## config.mk

```make
export PLATFORM = sky130hd
export DESIGN_NAME = trap_controller
export DESIGN_NICKNAME = d
export VERILOG_FILES = /design/src/rtl/trap_controller.sv
export SDC_FILE = /design/constraint.sdc
export NUM_CORES = 1
export LEC_CHECK = 0
export BUFFER_PORTS_ARGS = -buffer_cell sky130_fd_sc_hd__buf_2
export CORE_ASPECT_RATIO = 1.5
export CORE_MARGIN = 1.5
export CORE_UTILIZATION = 47
export DETAILED_ROUTE_END_ITERATION = 6
export PLACE_DENSITY = 0.78
export SETUP_SLACK_MARGIN = 0.5
export SLEW_MARGIN = 20
export SYNTH_ARGS = -nofsm -noshare
export SYNTH_HDL_FRONTEND = slang
export SYNTH_SLANG_ARGS = --single-unit
```

## constraint.sdc

```tcl
create_clock -name clk -period 2.5 [get_ports clk]
set_input_delay 0.5 -clock clk [delete_from_list [all_inputs] [get_ports clk]]
set_output_delay 0.5 -clock clk [all_outputs]
set_load 0.02 [all_outputs]
```

## src/rtl/trap_controller.sv

```systemverilog
// M-mode trap entry / MRET sequencer: walks the CSR update sequence one write per cycle,
// stalls the pipeline meanwhile and finishes with a single-cycle PC redirect.
module trap_controller #(
   parameter int unsigned XLEN             = 32,
   parameter int unsigned CAUSE_MISALIGNED = 0,
   parameter int unsigned CAUSE_EBREAK     = 3,
   parameter int unsigned CAUSE_ECALL      = 11
) (
   input  logic            clk,
   input  logic            reset_n,
   input  logic            trapped,
   input  logic [1:0]      trap_status,
   input  logic [XLEN-1:0] pc,
   input  logic [XLEN-1:0] fault_address,
   input  logic [XLEN-1:0] csr_read_data,
   output logic [11:0]     csr_read_address,
   output logic            csr_write_enable,
   output logic [11:0]     csr_write_address,
   output logic [XLEN-1:0] csr_write_data,
   output logic            trap_stall,
   output logic            redirect_valid,
   output logic [XLEN-1:0] redirect_target
);

   localparam logic [11:0] CsrMstatus = 12'h300;
   localparam logic [11:0] CsrMtvec   = 12'h305;
   localparam logic [11:0] CsrMepc    = 12'h341;
   localparam logic [11:0] CsrMcause  = 12'h342;
   localparam logic [11:0] CsrMtval   = 12'h343;

   localparam logic [1:0] StatEcall  = 2'b00;
   localparam logic [1:0] StatEbreak = 2'b01;
   localparam logic [1:0] StatMisal  = 2'b10;
   localparam logic [1:0] StatMret   = 2'b11;

   typedef enum logic [2:0] {
      StIdle,
      StEMepc,
      StEMcause,
      StEMtval,
      StEMstatus,
      StEVector,
      StMMstatus,
      StMReturn
   } state_e;

   state_e          state_q;
   logic [XLEN-1:0] pc_q;
   logic [XLEN-1:0] fault_q;
   logic [1:0]      status_q;
   logic            we_q;
   logic [11:0]     waddr_q;
   logic [11:0]     raddr_q;
   logic            redir_q;

   // Strobes and addresses are registered as a function of the state being entered.
   always_ff @(posedge clk or negedge reset_n) begin
      if (!reset_n) begin
         state_q  <= StIdle;
         pc_q     <= '0;
         fault_q  <= '0;
         status_q <= '0;
         we_q     <= 1'b0;
         waddr_q  <= '0;
         raddr_q  <= '0;
         redir_q  <= 1'b0;
      end else begin
         we_q    <= 1'b0;
         waddr_q <= '0;
         raddr_q <= '0;
         redir_q <= 1'b0;
         case (state_q)
            StIdle: begin
               if (trapped) begin
                  pc_q     <= pc;
                  fault_q  <= fault_address;
                  status_q <= trap_status;
                  we_q     <= 1'b1;
                  if (trap_status == StatMret) begin
                     state_q <= StMMstatus;
                     waddr_q <= CsrMstatus;
                     raddr_q <= CsrMstatus;
                  end else begin
                     state_q <= StEMepc;
                     waddr_q <= CsrMepc;
                  end
               end
            end
            StEMepc: begin
               state_q <= StEMcause;
               we_q    <= 1'b1;
               waddr_q <= CsrMcause;
            end
            StEMcause: begin
               state_q <= StEMtval;
               we_q    <= 1'b1;
               waddr_q <= CsrMtval;
            end
            StEMtval: begin
               state_q <= StEMstatus;
               we_q    <= 1'b1;
               waddr_q <= CsrMstatus;
               raddr_q <= CsrMstatus;
            end
            StEMstatus: begin
               state_q <= StEVector;
               raddr_q <= CsrMtvec;
               redir_q <= 1'b1;
            end
            StMMstatus: begin
               state_q <= StMReturn;
               raddr_q <= CsrMepc;
               redir_q <= 1'b1;
            end
            default: state_q <= StIdle;
         endcase
      end
   end

   logic [XLEN-1:0] cause;
   logic [XLEN-1:0] mtval;
   logic [XLEN-1:0] mstatus_entry;
   logic [XLEN-1:0] mstatus_mret;

   always_comb begin
      cause = XLEN'(CAUSE_MISALIGNED);
      mtval = '0;
      case (status_q)
         StatEcall:  cause = XLEN'(CAUSE_ECALL);
         StatEbreak: begin
            cause = XLEN'(CAUSE_EBREAK);
            mtval = pc_q;
         end
         StatMisal:  mtval = fault_q;
         default:    ;
      endcase

      mstatus_entry        = csr_read_data;
      mstatus_entry[7]     = csr_read_data[3];
      mstatus_entry[3]     = 1'b0;
      mstatus_entry[12:11] = 2'b11;

      mstatus_mret         = csr_read_data;
      mstatus_mret[3]      = csr_read_data[7];
      mstatus_mret[7]      = 1'b1;
      mstatus_mret[12:11]  = 2'b11;

      csr_write_data = '0;
      case (state_q)
         StEMepc:    csr_write_data = pc_q;
         StEMcause:  csr_write_data = cause;
         StEMtval:   csr_write_data = mtval;
         StEMstatus: csr_write_data = mstatus_entry;
         StMMstatus: csr_write_data = mstatus_mret;
         default:    csr_write_data = '0;
      endcase
   end

   assign csr_write_enable  = we_q;
   assign csr_write_address = waddr_q;
   assign csr_read_address  = raddr_q;
   assign redirect_valid    = redir_q;
   assign redirect_target   = redir_q ? {csr_read_data[XLEN-1:2], 2'b00} : '0;
   // reset_n gate keeps the stall low during reset even if the detector still asserts trapped.
   assign trap_stall        = (state_q != StIdle) | (trapped & reset_n);

endmodule
```

-- Word-level counts from Yosys, hierarchy flattened
Cells that the tools add are included.
- input bits: 101
- output and inout bits: 91
- flip-flop bits (word level): 95
- logic and storage cells: 41
- muxes and demuxes: 16
- eq/ne operators: 9
- bitwise operators: 2
- reductions and logical operators: 6
- operators by type and width (operator ; count):
    32-bit case mux with 5 select lines ; 1
    10-bit case mux with 4 select lines ; 2
    32-bit case mux with 2 select lines ; 1
    32-bit 2-to-1 mux ; 1
    10-bit 2-to-1 mux ; 3
    3-bit case mux with 6 select lines ; 1
    4-bit case mux with 2 select lines ; 1
    7-bit 2-to-1 mux ; 1
    3-bit by 2-bit equality test with 1-bit output, second input constant ; 2
    3-bit equality test, second input constant ; 2
    3-bit 2-to-1 mux ; 2
    2-bit equality test, second input constant ; 2
    3-bit by 1-bit equality test with 1-bit output, second input constant ; 1
    3-bit logical NOT ; 1
    3-bit nonzero test ; 1
    3-bit OR reduction ; 1
    2-bit by 1-bit equality test with 1-bit output, second input constant ; 1
    2-bit logical NOT ; 1
    1-bit 2-to-1 mux ; 2
    2-bit inequality test, second input constant ; 1
    1-bit case mux with 2 select lines ; 1
    2-bit AND reduction ; 1
    2-bit OR reduction ; 1
    1-bit AND ; 1
    1-bit OR ; 1

-- Depth between registers and ports, before layout
- depth after elaboration: 4
- depth in mapped cells: 6
- depth with buffers taken out: 5

-- Worst setup path after synthesis
Ideal clock, no wire load.
- path type: register to output
- start: register status_q[1]
- end: output csr_write_data[10]
- stages on the path, launching flop included: 7
- arrival time: 1.783 ns
- required time: 2.000 ns
- slack: 0.217 ns
- buffers on the path: 2
- cell sequence: dfrtp_1 > inv_1 > ha_1 > clkbuf_1 > clkbuf_1 > a22oi_1 > o21ai_0
- longest elaborated chain between the ends: 3
- elaborated cells between the ends (all ways): 4
- those cells by class: eq/ne (2); mux (2)
- ends and longest elaborated chain (item ; line ; source):
    from (decl) ; 50 ; logic [1:0] status_q;
    from (signal assigned) ; 77 ; status_q <= trap_status;
    2-bit equality test / 2-bit by 1-bit equality test with 1-bit output (equally long branches) ; 128 ; case (status_q)
    32-bit case mux with 2 select lines (*) ; 128 ;
    32-bit case mux with 5 select lines (*) ; 149 ; case (state_q)
    to (decl) ; 19 ; output logic [XLEN-1:0] csr_write_data,
Every way passes the cells marked *; elsewhere a longest branch is shown, timed or not.

-- Worst setup path in the final report
- start: register status_q[1]
- end: output csr_write_data[1]
- longest elaborated chain between the ends: 3
- elaborated cells between the ends (all ways): 6
- those cells by class: eq/ne (2); mux (3); reduce/logical (1)
- ends and longest elaborated chain (item ; line):
    2-bit equality test (tied with other cells) ; 128
    32-bit case mux with 2 select lines / 4-bit case mux with 2 select lines (equally long branches) ; 128
    32-bit case mux with 5 select lines (*) ; 149
Marked as above.

==> run_results.csv <==
group,metric,value,unit
power_and_ir_drop,p_per_area,1420,nW/um2
yosys,synth.area.top_cells,"dfrtp_1, mux2_2, a22oi_1, mux2_4, and2_1",
setup_path,rr_endpoint,"pc_q[28]$_DFFE_PN0P_",
clocking,cts_buffers,9,
clocking,htree_levels,3,
die,rows,42,
detailed_routing,vias,3698,
power_and_ir_drop,leakagePower,0.00289,uW
setup_path,max_stage_delay,0.36,ns
sta,relSlewSlack,0.578,
yosys,synth_top_area_share,0.468,
die,dieArea,9570,um2
sta,hold_viol_final,0,
global_route,grt_pass1_wl,18100,um
detailed_routing,drtIter0Drc,265,
finish,n_fill_cell,602,
setup_path,crit_arrival,1.95,ns
finish,multiInputGateArea,2340,um2
clocking,clock_latency,0.34,ns
yosys,ys_warn_count,0,
detailed_routing,via_per_inst,5.61,
finish,syn2layout_area_growth,46.7,%
place,port_buffers,175,
yosys,synth-seq-cells,79,
die,die_x,80.4,um
detailed_routing,ant_nets,0,
yosys,ys_types,34,
yosys,ys_top_cells_by_count,"dfrtp_1, a22oi_1, mux2_2",
sta,tns,0,ns
clocking,clkSlewWorstSetupHoldPaths,0.06,ns
die,die_y,119,um
detailed_routing,drc,0,
clocking,clkSinkCount,79,
yosys,ys_seq_area_frac,0.468,
yosys,netlist_area,4220,um2
setup_path,timing.rr.start,"state_q[1]$_DFFE_PN0P_",
die,start_util,0.481,
sta,finalSetupViolations,0,
yosys,synth_async_sr_flop_share,1.00,
run_status,status,"finished, final reports clean",
die,coreArea,8780,um2
die,io_pins,192,
setup_path,critPathRequiredTime,2.00,ns
place,place.gp.congestion,0.853,
yosys,synth-edff-count,0,
setup_path,worstPathMaxFanout,4,
power_and_ir_drop,vdd_drop_max,0.000738,V
setup_path,critPathSlowestCell,"dfrtp_1",
global_route,antenna_found_initial,0,
finish,seq_area,1980,um2
sta,skew,0.00357,ns
place,hpwl,8330,um
sta,worst_pin_slew,0.634,ns
setup_path,worstRegToRegCells,6,
finish,fin_area,6190,um2
clocking,cts_tree,"done",
setup_path,crit_path_start_kind,"register",
sta,finalMaxSlewViolations,0,
global_route,overflow,0,
global_route,grt_pass1_vias,3656,
yosys,synth_cells,362,
setup_path,reg2reg_slack,0.65,ns
setup_path,path_cells,"inv_2 > ha_2 > or2_2 > a22o_1 > a221o_1 > buf_6",
setup_path,worstSetupPathType,"reg2out",
sta,finalCritPeriodShare,0.981,
finish,drive_above_1_share,0.608,
finish,fin_util,0.706,
clocking,postCtsHoldBufs,0,
place,placed_cell_area,5230,um2
clocking,clockBufferDepth,2,
detailed_routing,drt_first_pass_iters,4,
yosys,post-synth-top-area-cell,"dfrtp_1",
min_path,min_path_type,"in2async",
sta,fin_crit,2.45,ns
global_route,track_usage,0.253,
detailed_routing,totalWireLength,12600,um
run,max_cap_violations,0,
detailed_routing,avgRoutedWirePerCell,19.1,um
sta,fmax,408,MHz
yosys,synth_most_common_cell,"dfrtp_1",
clocking,cts-root-buf,"clkbuf_16",
yosys,avgSynthCellArea,11.7,um2
sta,rsz0062_at_grt,"true",
yosys,synth_ff_type,"dfrtp_1",
global_route,grt_max_degree,50,
setup_path,cp-end-kind,"output pin",
finish,diodes,0,
finish,nets,650,
cells in the final DEF, fill, tap and decap left out, types with 3 or more instances in the layout:
cell,netlist,final
a221o_1,4,4
nor3_1,3,3
a21oi_1,3,3
dfrtp_2,0,4
o21ai_4,0,22
buf_4,21,21
buf_6,3,32
mux2_2,37,37
buf_12,0,7
clkbuf_16,0,10
a22oi_2,0,10
inv_1,5,3
conb_1,1,16
a31oi_1,3,3
buf_2,3,143
o21ai_2,0,3
nand2_1,7,7
o21ai_0,30,4
dfrtp_1,79,75
a22oi_1,54,44
nor2_1,6,4
and2_1,32,31
mux2_4,27,27
worst max-delay path by stage:
stage,slack [ns],end,start,cells after the start
floorplan,0.45,csr_write_data[21],status_q[0]$_DFFE_PN0P_,5
global placement,0.38,csr_write_data[3],status_q[0]$_DFFE_PN0P_,7
detailed placement,0.28,csr_write_data[12],status_q[0]$_DFFE_PN0P_,7
CTS,0.05,csr_write_data[12],status_q[0]$_DFFE_PN0P_,7
global route,-0.006,csr_write_data[1],status_q[1]$_DFFE_PN0P_,6
finish,0.05,csr_write_data[1],status_q[1]$_DFFE_PN0P_,6
metal layers:
| metal | vias up | track usage | routed length (um) |
|---|---|---|---|
| met5 | - | 0 | 0 |
| met4 | 0 | 0.133 | 379 |
| met3 | 25 | 0.0544 | 745 |
| met2 | 170 | 0.431 | 6880 |
| met1 | 1847 | 0.290 | 4570 |
| li1 | 1656 | - | - |
power breakdown:
| part | internal [uW] | switching [uW] |
|---|---|---|
| clock | 893 | 507 |
| sequential | 1940 | 546 |
| combinational | 2390 | 2520 |
repair_timing:
action,in CTS,in global routing
gates cloned,0,1
setup endpoints to repair,46,35
buffers inserted,3,8
pin swaps,9,21
gates resized for setup,50,77
cells by family after synthesis:
logic type      share of synthesized area
compound gates                      0.162
flops                               0.468
buf+inv                            0.0764
other cells                      0.000888
simple gates                       0.0833
mux                                 0.197
fa+ha+maj                          0.0119
critical path: cells and delay by family, from the launching register on:
family	cells	cell delay (ns)
buffers and inverters	2	0.21
DFF	1	0.36
AOI/OAI and AO/OA	2	0.53
adders and majority gates	1	0.19
and+or+nand+nor	1	0.32
metrics by stage:
stage | setup WS [ns] | hold WS [ns] | cells | power (uW)
CTS | 0.0484 | 0.225 | 650 | 8060
floorplan | 0.452 | 0.204 | 377 | 5150
detailed placement | 0.280 | 0.498 | 632 | 6310
finish | 0.0487 | 0.210 | 659 | 8790
global route | -0.00635 | 0.239 | 659 | 9230
global placement | 0.383 | 0.494 | 632 | 6170
flip-flops by register name, summed over array words and instances (netlist names):
name and count:
redirect_valid 1, pc_q 32, status_q 2, csr_write_enable 1
fault_q 32, csr_read_address 4, csr_write_address 4, state_q 3
final cells by class:
cell class / count / area share
Inverter: 5 / 0.00303
Multi-Input combinational cell: 246 / 0.378
Clock inverter: 4 / 0.0113
Timing Repair Buffer: 204 / 0.226
Clock buffer: 11 / 0.0392
Sequential cell: 79 / 0.320
Tap cell: 110 / 0.0222
No activity file was read; power rests on OpenSTA's default activity.
